<file path="src/rtl/fetch_queue.sv">
`default_nettype none
// ============================================================================
// Module   : fetch_queue
// Function : PC generator feeding a single-cycle instruction memory, with a
//            DEPTH-entry {pc, instr} FIFO towards decode, redirect and HALT stop.
// Revision : 1.0
// ============================================================================
module fetch_queue #(
  parameter int          DEPTH    = 4,
  parameter logic [15:0] RESET_PC = 16'h0000,
  parameter logic [15:0] PC_INC   = 16'd1,
  parameter logic [4:0]  HALT_OPC = 5'b00000
) (
  input  logic        clk,
  input  logic        rst,
  output logic [15:0] imem_addr,
  output logic        imem_en,
  output logic        imem_wr,
  input  logic [15:0] imem_rdata,
  input  logic        redirect,
  input  logic [15:0] redirect_pc,
  output logic        out_valid,
  input  logic        out_ready,
  output logic [15:0] out_instr,
  output logic [15:0] out_pc,
  output logic [15:0] out_pc_next,
  output logic        halted
);

  localparam int                 c_ptr_w   = $clog2(DEPTH);
  localparam logic [c_ptr_w:0]   c_depth   = (c_ptr_w + 1)'(DEPTH);
  localparam logic [c_ptr_w:0]   c_cnt_one = 1;
  localparam logic [c_ptr_w-1:0] c_ptr_one = 1;

  logic [15:0]        r_pc;
  logic [c_ptr_w:0]   r_count;
  logic [c_ptr_w-1:0] r_wr_ptr;
  logic [c_ptr_w-1:0] r_rd_ptr;
  logic               r_stop;
  logic [15:0]        r_fifo_instr [DEPTH];
  logic [15:0]        r_fifo_pc    [DEPTH];

  logic w_pop;
  logic w_fetch;
  logic w_is_halt;

  assign w_is_halt = (imem_rdata[15:11] == HALT_OPC);
  assign w_pop     = out_valid & out_ready & ~redirect;
  // A full queue may still fetch when the head leaves in the same cycle.
  assign w_fetch   = ~rst & ~redirect & ~r_stop & ((r_count < c_depth) | w_pop);

  assign imem_addr   = r_pc;
  assign imem_en     = w_fetch;
  assign imem_wr     = 1'b0;
  assign out_valid   = ~rst & (r_count != '0);
  assign out_instr   = r_fifo_instr[r_rd_ptr];
  assign out_pc      = r_fifo_pc[r_rd_ptr];
  assign out_pc_next = r_fifo_pc[r_rd_ptr] + PC_INC;
  assign halted      = ~rst & r_stop & (r_count == '0);

  always_ff @(posedge clk) begin
    if (rst) begin
      r_pc     <= RESET_PC;
      r_count  <= '0;
      r_wr_ptr <= '0;
      r_rd_ptr <= '0;
      r_stop   <= 1'b0;
    end else if (redirect) begin
      r_pc     <= redirect_pc;
      r_count  <= '0;
      r_wr_ptr <= '0;
      r_rd_ptr <= '0;
      r_stop   <= 1'b0;
    end else begin
      if (w_fetch) begin
        r_wr_ptr <= r_wr_ptr + c_ptr_one;
        // A HALT word is kept, but the PC stays parked on it.
        if (w_is_halt) r_stop <= 1'b1;
        else           r_pc   <= r_pc + PC_INC;
      end
      if (w_pop) r_rd_ptr <= r_rd_ptr + c_ptr_one;
      case ({w_fetch, w_pop})
        2'b10:   r_count <= r_count + c_cnt_one;
        2'b01:   r_count <= r_count - c_cnt_one;
        default: r_count <= r_count;
      endcase
    end
  end

  always_ff @(posedge clk) begin
    if (w_fetch) begin
      r_fifo_instr[r_wr_ptr] <= imem_rdata;
      r_fifo_pc[r_wr_ptr]    <= r_pc;
    end
  end

endmodule
`default_nettype wire

</file>
<file path="config.mk">
export PLATFORM = sky130hd
export DESIGN_NAME = fetch_queue
export DESIGN_NICKNAME = d
export VERILOG_FILES = /design/src/rtl/fetch_queue.sv
export SDC_FILE = /design/constraint.sdc
export NUM_CORES = 1
export LEC_CHECK = 0
export ABC_AREA = 1
export CAP_MARGIN = 20
export CORE_ASPECT_RATIO = 1.2
export CORE_MARGIN = 2
export CORE_UTILIZATION = 49
export DETAILED_ROUTE_END_ITERATION = 7
export PLACE_DENSITY = 0.76
export SLEW_MARGIN = 20
export SYNTH_ARGS = -nofsm -noshare
export SYNTH_HDL_FRONTEND = slang
export SYNTH_SLANG_ARGS = --single-unit
export TNS_END_PERCENT = 5
</file>
<file path="constraint.sdc">
create_clock -name clk -period 2.7 [get_ports clk]
set_input_delay 0.675 -clock clk [delete_from_list [all_inputs] [get_ports clk]]
set_output_delay 0.675 -clock clk [all_outputs]
set_load 0.005 [all_outputs]
</file>
[Word level (Yosys, flattened, before mapping)]
Memory sizes are Yosys's and may differ from the RTL's. A register that Yosys moved wholly into a read port is not among the register bits.
Cells that the tools add are included.
W data, S select, Z words.
Cells by class
  add/subtract/negate cells: 6
  order comparisons: 1
  eq/ne operators: 3
  multiplexer cells: 10
  bitwise gates (word level): 12
  reduce and logical (&&, ||, !) cells: 8
Operators with widths (count)
  $mux W16: 3
  $add A16 B1 Y16 const B: 2
  $and A1 B1 Y1: 8
  $mux W2: 4
  $pmux W3 S2: 1
  $logic_not A5 Y1: 1
  $add A2 B1 Y2 const B: 2
  $reduce_and A2 Y1: 2
  $reduce_bool A2 Y1: 2
  $add A3 B1 Y3 const B: 1
  $logic_not A3 Y1: 1
  $lt A3 B3 Y1 const B: 1
  $not A1 Y1: 3
  $reduce_bool A3 Y1: 1
  $sub A3 B1 Y3 const B: 1
  $eq A2 B1 Y1 const B: 1
  $eq A2 B2 Y1 const B: 1
  $mux W1: 2
  $ne A2 B2 Y1 const B: 1
  $reduce_or A2 Y1: 1
  $or A1 B1 Y1: 1
Word-level totals
  register bits after elaboration: 24
  memory bits (writable): 128
  input port bits: 36
  output and inout port bits: 68
  word-level logic and storage cells: 47
  memories: 2
Memories
  r_fifo_instr: depth 4, width 16, rd ports 1, clocked after memory_dff 1, write ports 1, RTL line 40  | logic [15:0] r_fifo_instr [DEPTH];
  r_fifo_pc: depth 4, width 16, rd ports 1, clocked after memory_dff 1, write ports 1, RTL line 41  | logic [15:0] r_fifo_pc [DEPTH];

[Longest topological paths before layout]
Gate-level depths: netlist (run 1).
  depth in word-level cells: 8
  gate-level depth with buffers: 12
  mapped depth without buffers: 11

[Worst setup path after synthesis (run 1)]
No wires, ideal clock.
  path type: in2reg
  start point: input redirect
  end point: memory r_fifo_instr[0][0], enable pin
  library setup time: 0.421 ns
  arrival: 2.487 ns
  required time: 2.279 ns
  path slack: -0.208 ns
  cell stages on the path: 4
  path buffers: 1
  cell sequence: buf_6 nor2_8 nand3_2 nor2_1
On the way
  longest elaborated chain between the ends: 6
  elaborated cells on any way between the ends: 8
  those cells by class: mux: 2; bitwise: 6
RTL lines
  from (decl): RTL line 20  | input logic redirect,
  $not A1 Y1 *: RTL line 48, 50
  $and A1 B1 Y1 (on tied branches): RTL line 50, 48
  $and A1 B1 Y1 or $or A1 B1 Y1 (tied branches): RTL line 50  | assign w_fetch = ~rst & ~redirect & ~r_stop & ((r_count < c_depth) | w_pop);
  $and A1 B1 Y1 *: RTL line 50
  $mux W1 *: RTL line 91  | if (w_fetch) begin
  $mux W1 (implied by the code) *: RTL line 92  | r_fifo_instr[r_wr_ptr] <= imem_rdata;
  to (decl): RTL line 40
Mark *: on every way between the ends. The rest lies on a longest branch, timed or not.

==> out/qor.yml, run 1 <==
status: "finished with violations"
violations: "design-rule violations, negative setup slack"
clock-sinks: 154
fin_crit_sh: 1.07
hold_viol: 0
nets: 934
die_h_um: 135
syn_area_per_cell_um2: 9.79
crit_type: "flip-flop to primary output"
synth_enable_flop_cells: 128
hold_buffers: 0
clock_path_buffers: 2
diodes: 0
rows: 47
fin_cells: 1074
synth_area_leaders: "edfxtp_1, nand2_1, dfxtp_1"
tns_ns: -1.55
timing.rr.start: "imem_addr[0]"
antenna_found_initial: 0
multi_input_area_mm2: 0.00250
tritoncts: "yes"
dieArea_mm2: 0.0152
gp_congestion: 0.877
grt_pass1_wl_mm: 28.8
first_pass_iters: 7
required_ns: 2.03
synthArstFlopShare: 0
r2r_cells: 7
fp.dieW_um: 113
worstReg2RegEnd: "imem_addr[10]"
ios: 104
min_from: "r_rd_ptr[1]"
grtUsageTotal: 0.241
synth_area_leader_cell: "edfxtp_1"
powerDensity_mw_per_mm2: 566
ys_seq_elements: 154
synth_ff_type: "edfxtp_1"
dp_hpwl_mm: 11.3
fillers: 912
crit_fanout: 6
drcViolationCount: 9
grt_overflow: 0
cap_viol_max_count: 0
dp_cells: 1011
netlist.area_leader.share: 0.550
clkLatencyLatePin_ns: 0.42
startpoint_type: "flip-flop"
fin_area_mm2: 0.00967
area_growth_pct: 38.3
holdCritPathClass: "flip-flop to flip-flop"
vdd_drop_max_v: 0.000443
place_area_mm2: 0.00857
vias: 5895
p_leak_nw: 3.88
dr.first_iter.drc_count: 411
finalSetupViolCount: 17
report.final.slew_viol_count: 0
layout-drive-gt1-share: 0.220
rsz0062_at_grt: "true"
cts_buffers: 17
setup_ws_ns: -0.185
grt_pass1_vias: 5960
ys_seq_area_frac: 0.625
place.port_buffers: 102
ff2ff_setup_slack_ns: 0.81
power_w: 0.00547
routed_wl_mm: 18.4
postSynthNetCount: 758
finalCriticalPeriod_ns: 2.89
synthCells: 714
clk_pin_slew_ns: 0.06
regArea_mm2: 0.00437
fmax_ghz: 0.347
yosys-top-cells-count: "nand2_1, edfxtp_1, nor2_1"
start_util: 0.503
fin_skew_ns: 0.0116
synth.most_common_cell: "nand2_1"
core_area_mm2: 0.0139
htree_levels: 4
drtAntennaViolNets: 0
endpoint_kind: "primary output"
hold_depth: 2
ys_warn_count: 0
yosysUniqueCellTypes: 36
root_buffer: "clkbuf_16"
grt_max_degree: 33
arrival_ns: 2.21
avgViaCountPerCell: 5.49
routedWlPerCell_um: 17.1
syn_area_mm2: 0.00699
## worst max-delay path by stage
stage	slack (ns)	endpoint	from
after CTS	-0.13	out_pc_next[10]	flip-flop
after floorplan	-0.21	r_fifo_instr[0][0]	redirect
final	-0.19	out_pc_next[13]	flip-flop
after detailed placement	-0.16	r_count[2]	redirect
after global placement	-0.12	r_count[2]	redirect
after global routing	-0.29	out_pc_next[13]	flip-flop
## worst max-delay path, cell delays in order, from the launching register on
cell and delay (ns):
dfxtp_4 0.45, buf_12 0.13, buf_16 0.11, buf_4 0.11, nand2_1 0.07, nand3_1 0.11, nand2_2 0.10, nor2_4 0.12
nand2_2 0.08, nor2_4 0.11, nand2_1 0.05, nand2_1 0.05, nand2_1 0.04, dlygate4sd2_1 0.25
## cell usage in the layout, fill, tap and decap left out, drive strengths merged, types with 8 or more instances in the layout
| cell type | instances |
|---|---|
| nand2 | 213 |
| edfxtp | 128 |
| nor2 | 88 |
| buf | 88 |
| clkdlybuf4s50 | 60 |
| inv | 53 |
| o21ai | 49 |
| nand3 | 49 |
| dfxtp | 26 |
| dlygate4sd2 | 22 |
| a21oi | 21 |
| clkbuf | 21 |
| o22ai | 17 |
| xor2 | 8 |
## timing repair
action / CTS / global route
gates cloned: 3 / 0
pin swaps: 40 / 21
setup endpoints to repair: 41 / 25
setup buffers: 24 / 4
resized for setup: 110 / 43
endpoints found under the hold margin: 0 / 0
## report_power, final
group | switching, W | total, W | internal [W]
registers | 0.0000507 | 0.00268 | 0.00263
logic | 0.000226 | 0.000452 | 0.000226
clock network | 0.000965 | 0.00234 | 0.00138
total | 0.00124 | 0.00547 | 0.00423
## area by class of cell
cell class,instances,area share
inverters,47,0.0193
well taps,171,0.0221
clock inverters,15,0.0168
repair buffers,184,0.186
multi-input cells,485,0.259
flip-flops and latches,154,0.452
clock buffers,17,0.0440
repair inverters,1,0.000906
## cell families after synthesis
kind of cell	count (synthesis)	share of synthesized area
other	1	0.000537
and+or+nand+nor	364	0.218
AOI/OAI and AO/OA	104	0.0831
buffers and inverters	75	0.0485
adders and majority gates	8	0.0154
DFF	154	0.625
xor gates and xnor gates	8	0.0100
## layer usage
layer	vias to the layer above	track usage	wire length, µm
met5	-	0	0
met4	0	0.0976	562
met3	51	0.0462	1180
met2	292	0.441	9700
met1	2766	0.276	6940
li1	2786	-	-
## flip-flops by register name, indices dropped and copies added (netlist names), named ones only
| signal | count |
|---|---|
| r_fifo_instr | 64 |
| r_fifo_pc | 64 |
| r_stop | 1 |
| imem_addr | 16 |
| r_count | 3 |
| r_rd_ptr | 2 |
| r_wr_ptr | 2 |
## through the flow
step | worst slack, ns | util | hold slack [ns]
3_5_place_dp | -0.162 | 0.617 | 0.478
6_report | -0.185 | 0.696 | 0.490
5_1_grt | -0.291 | 0.696 | 0.517
4_1_cts | -0.129 | 0.687 | 0.490
3_3_place_gp | -0.119 | 0.617 | 0.452
2_1_floorplan | -0.208 | - | 0.436
Note: power is estimated with default switching activity, not from simulation.
==> inputs of run 2 (changes only) <==
CORE_ASPECT_RATIO = unset   (was 1.2)
CORE_UTILIZATION = 43   (was 49)
PLACE_DENSITY = 0.68   (was 0.76)
==> out/qor.yml, run 2 (synthesis gave the netlist of run 1 again) <==
finalCriticalPeriod_ns: 2.81
dp_hpwl_mm: 11.5
clock-sinks: 154
routedWlPerCell_um: 16.4
gp_congestion: 0.893
status: "finished with violations"
vdd_drop_max_v: 0.000491
start_util: 0.440
fin_skew_ns: 0.00795
grt_pass1_wl_mm: 28.5
dieArea_mm2: 0.0173
drtAntennaViolNets: 0
fin_hold_ws_ns: 0.457
endpoint_kind: "primary output"
vias: 5787
core_area_mm2: 0.0159
place.port_buffers: 102
holdCritPathClass: "flip-flop to flip-flop"
die_h_um: 131
grt_pass1_vias: 5696
seq_power_share: 0.499
layout-drive-gt1-share: 0.248
arrival_ns: 2.14
grtUsageTotal: 0.210
dr.first_iter.drc_count: 355
rsz0062_at_grt: "true"
ios: 104
first_pass_iters: 6
grt_max_degree: 33
root_buffer: "clkbuf_16"
fin_crit_sh: 1.04
clock_path_buffers: 2
diodes: 0
htree_levels: 4
cap_viol_max_count: 0
p_int_w: 0.00408
setup_ws_ns: -0.112
violations: "negative setup slack"
antenna_found_initial: 0
area_growth_pct: 41.0
final_cell_mix: "nand2_1, edfxtp_1, clkdlybuf4s50_1"
avgViaCountPerCell: 5.18
powerDensity_mw_per_mm2: 545
grt_overflow: 0
report.final.slew_viol_count: 0
tritoncts: "yes"
crit_type: "flip-flop to primary output"
swShare: 0.241
required_ns: 2.03
startpoint_type: "flip-flop"
power_frac_comb: 0.088
power_switching_w: 0.00129
p_leak_nw: 3.95
cp_common_cell: "nand2_1"
rows: 46
fmax_ghz: 0.356
cp_cell_sequence: "buf_8 > buf_6 > nand2_4 > nand3_2 > nand2_4 > nor2_4 > buf_6 > buf_4 > nand2_2 > nor2_2 > nand2_1 > nand2_1 > nand2_1 > buf_2"
routed_wl_mm: 18.3
utilization: 0.620
finalSetupViolCount: 16
clk_pin_slew_ns: 0.06
crit_fanout: 6
nets: 933
fp.dieW_um: 131
clkLatencyLatePin_ns: 0.43
drcViolationCount: 0
clkPwrFrac: 0.413
layout_commonest_cell: "nand2_1"
cts_buffers: 17
cp_slowest_cell: "dfxtp_4"
max_stage_delay_ns: 0.42
hold_viol: 0
-- run 2: cell count changes in the layout (fill, tap and decap cells not counted), moves of 4 or more --
cell	previous run	this run
buf_12	12	8
buf_6	5	10
clkdlybuf4s50_1	60	68
dlygate4sd2_1	22	7
dlymetal6s2s_1	7	12
nand2_1	183	173
nand2_4	2	13
nand3_1	44	35
nand3_2	5	13
nor2_1	63	58
nor2_4	15	19
-- run 2: critical path: cells and delay by family, from the launching register on --
kind | cells | cell delay (ns)
buffers and inverters | 5 | 0.59
AND/OR/NAND/NOR | 9 | 0.70
flip-flops | 1 | 0.42
-- run 2: worst paths after layout --
check | startpoint | endpoint | slack [ns] | cells after the start
hold reg to reg | r_rd_ptr[1] | flip-flop | 0.46 | 2
hold / removal | r_rd_ptr[1] | flip-flop | 0.46 | 2
setup / recovery | flip-flop | out_pc_next[13] | -0.11 | 14
setup reg to reg | r_count[2] | r_count[2] | 0.79 | 9
-- run 2: timing repair --
| action | 4_1_cts | 5_1_grt |
|---|---|---|
| pin swaps | 37 | 37 |
| hold buffers | 0 | 0 |
| resized for setup | 122 | 77 |
| setup buffers | 14 | 1 |
| endpoints found under the setup margin | 44 | 41 |
| cloned | 1 | 1 |
-- run 2: per-layer routing --
metal	vias to the layer above	global-route usage	wire, µm
met1	2749	0.265	7690
met3	26	0.0459	1170
met5	-	0	0
met2	218	0.353	9160
met4	0	0.0821	329
li1	2794	-	-
-- run 2: power groups by stage --
stage / clock (W) / sequential [W] / combinational [W]
after floorplan: 0 / 0.00272 / 0.000169
after global placement: 0 / 0.00272 / 0.000433
after detailed placement: 0 / 0.00273 / 0.000439
after CTS: 0.00225 / 0.00268 / 0.000455
after global routing: 0.00235 / 0.00268 / 0.000515
final: 0.00222 / 0.00268 / 0.000473
-- run 2: area by class of cell --
type,instances,area (µm²)
clock buffers,17,425
clock inverters,15,130
fillers,1233,6040
inverters,47,191
multi-input cells,485,2670
flip-flops and latches,154,4370
well taps,216,270
repair buffers,184,1790
-- run 2: per-stage QoR --
stage / instance area [µm²] / worst slack, ns / total power (W) / cells / setup TNS, ns
finish: 9850 / -0.112 / 0.00537 / 1118 / -0.697
global route: 9850 / -0.223 / 0.00555 / 1118 / -3.09
CTS: 9570 / -0.110 / 0.00538 / 1116 / -1.14
detailed placement: 8710 / -0.187 / 0.00317 / 1069 / -0.234
global placement: 8710 / -0.0495 / 0.00316 / 1069 / -0.0519
floorplan: 6990 / -0.208 / 0.00288 / 714 / -26.64
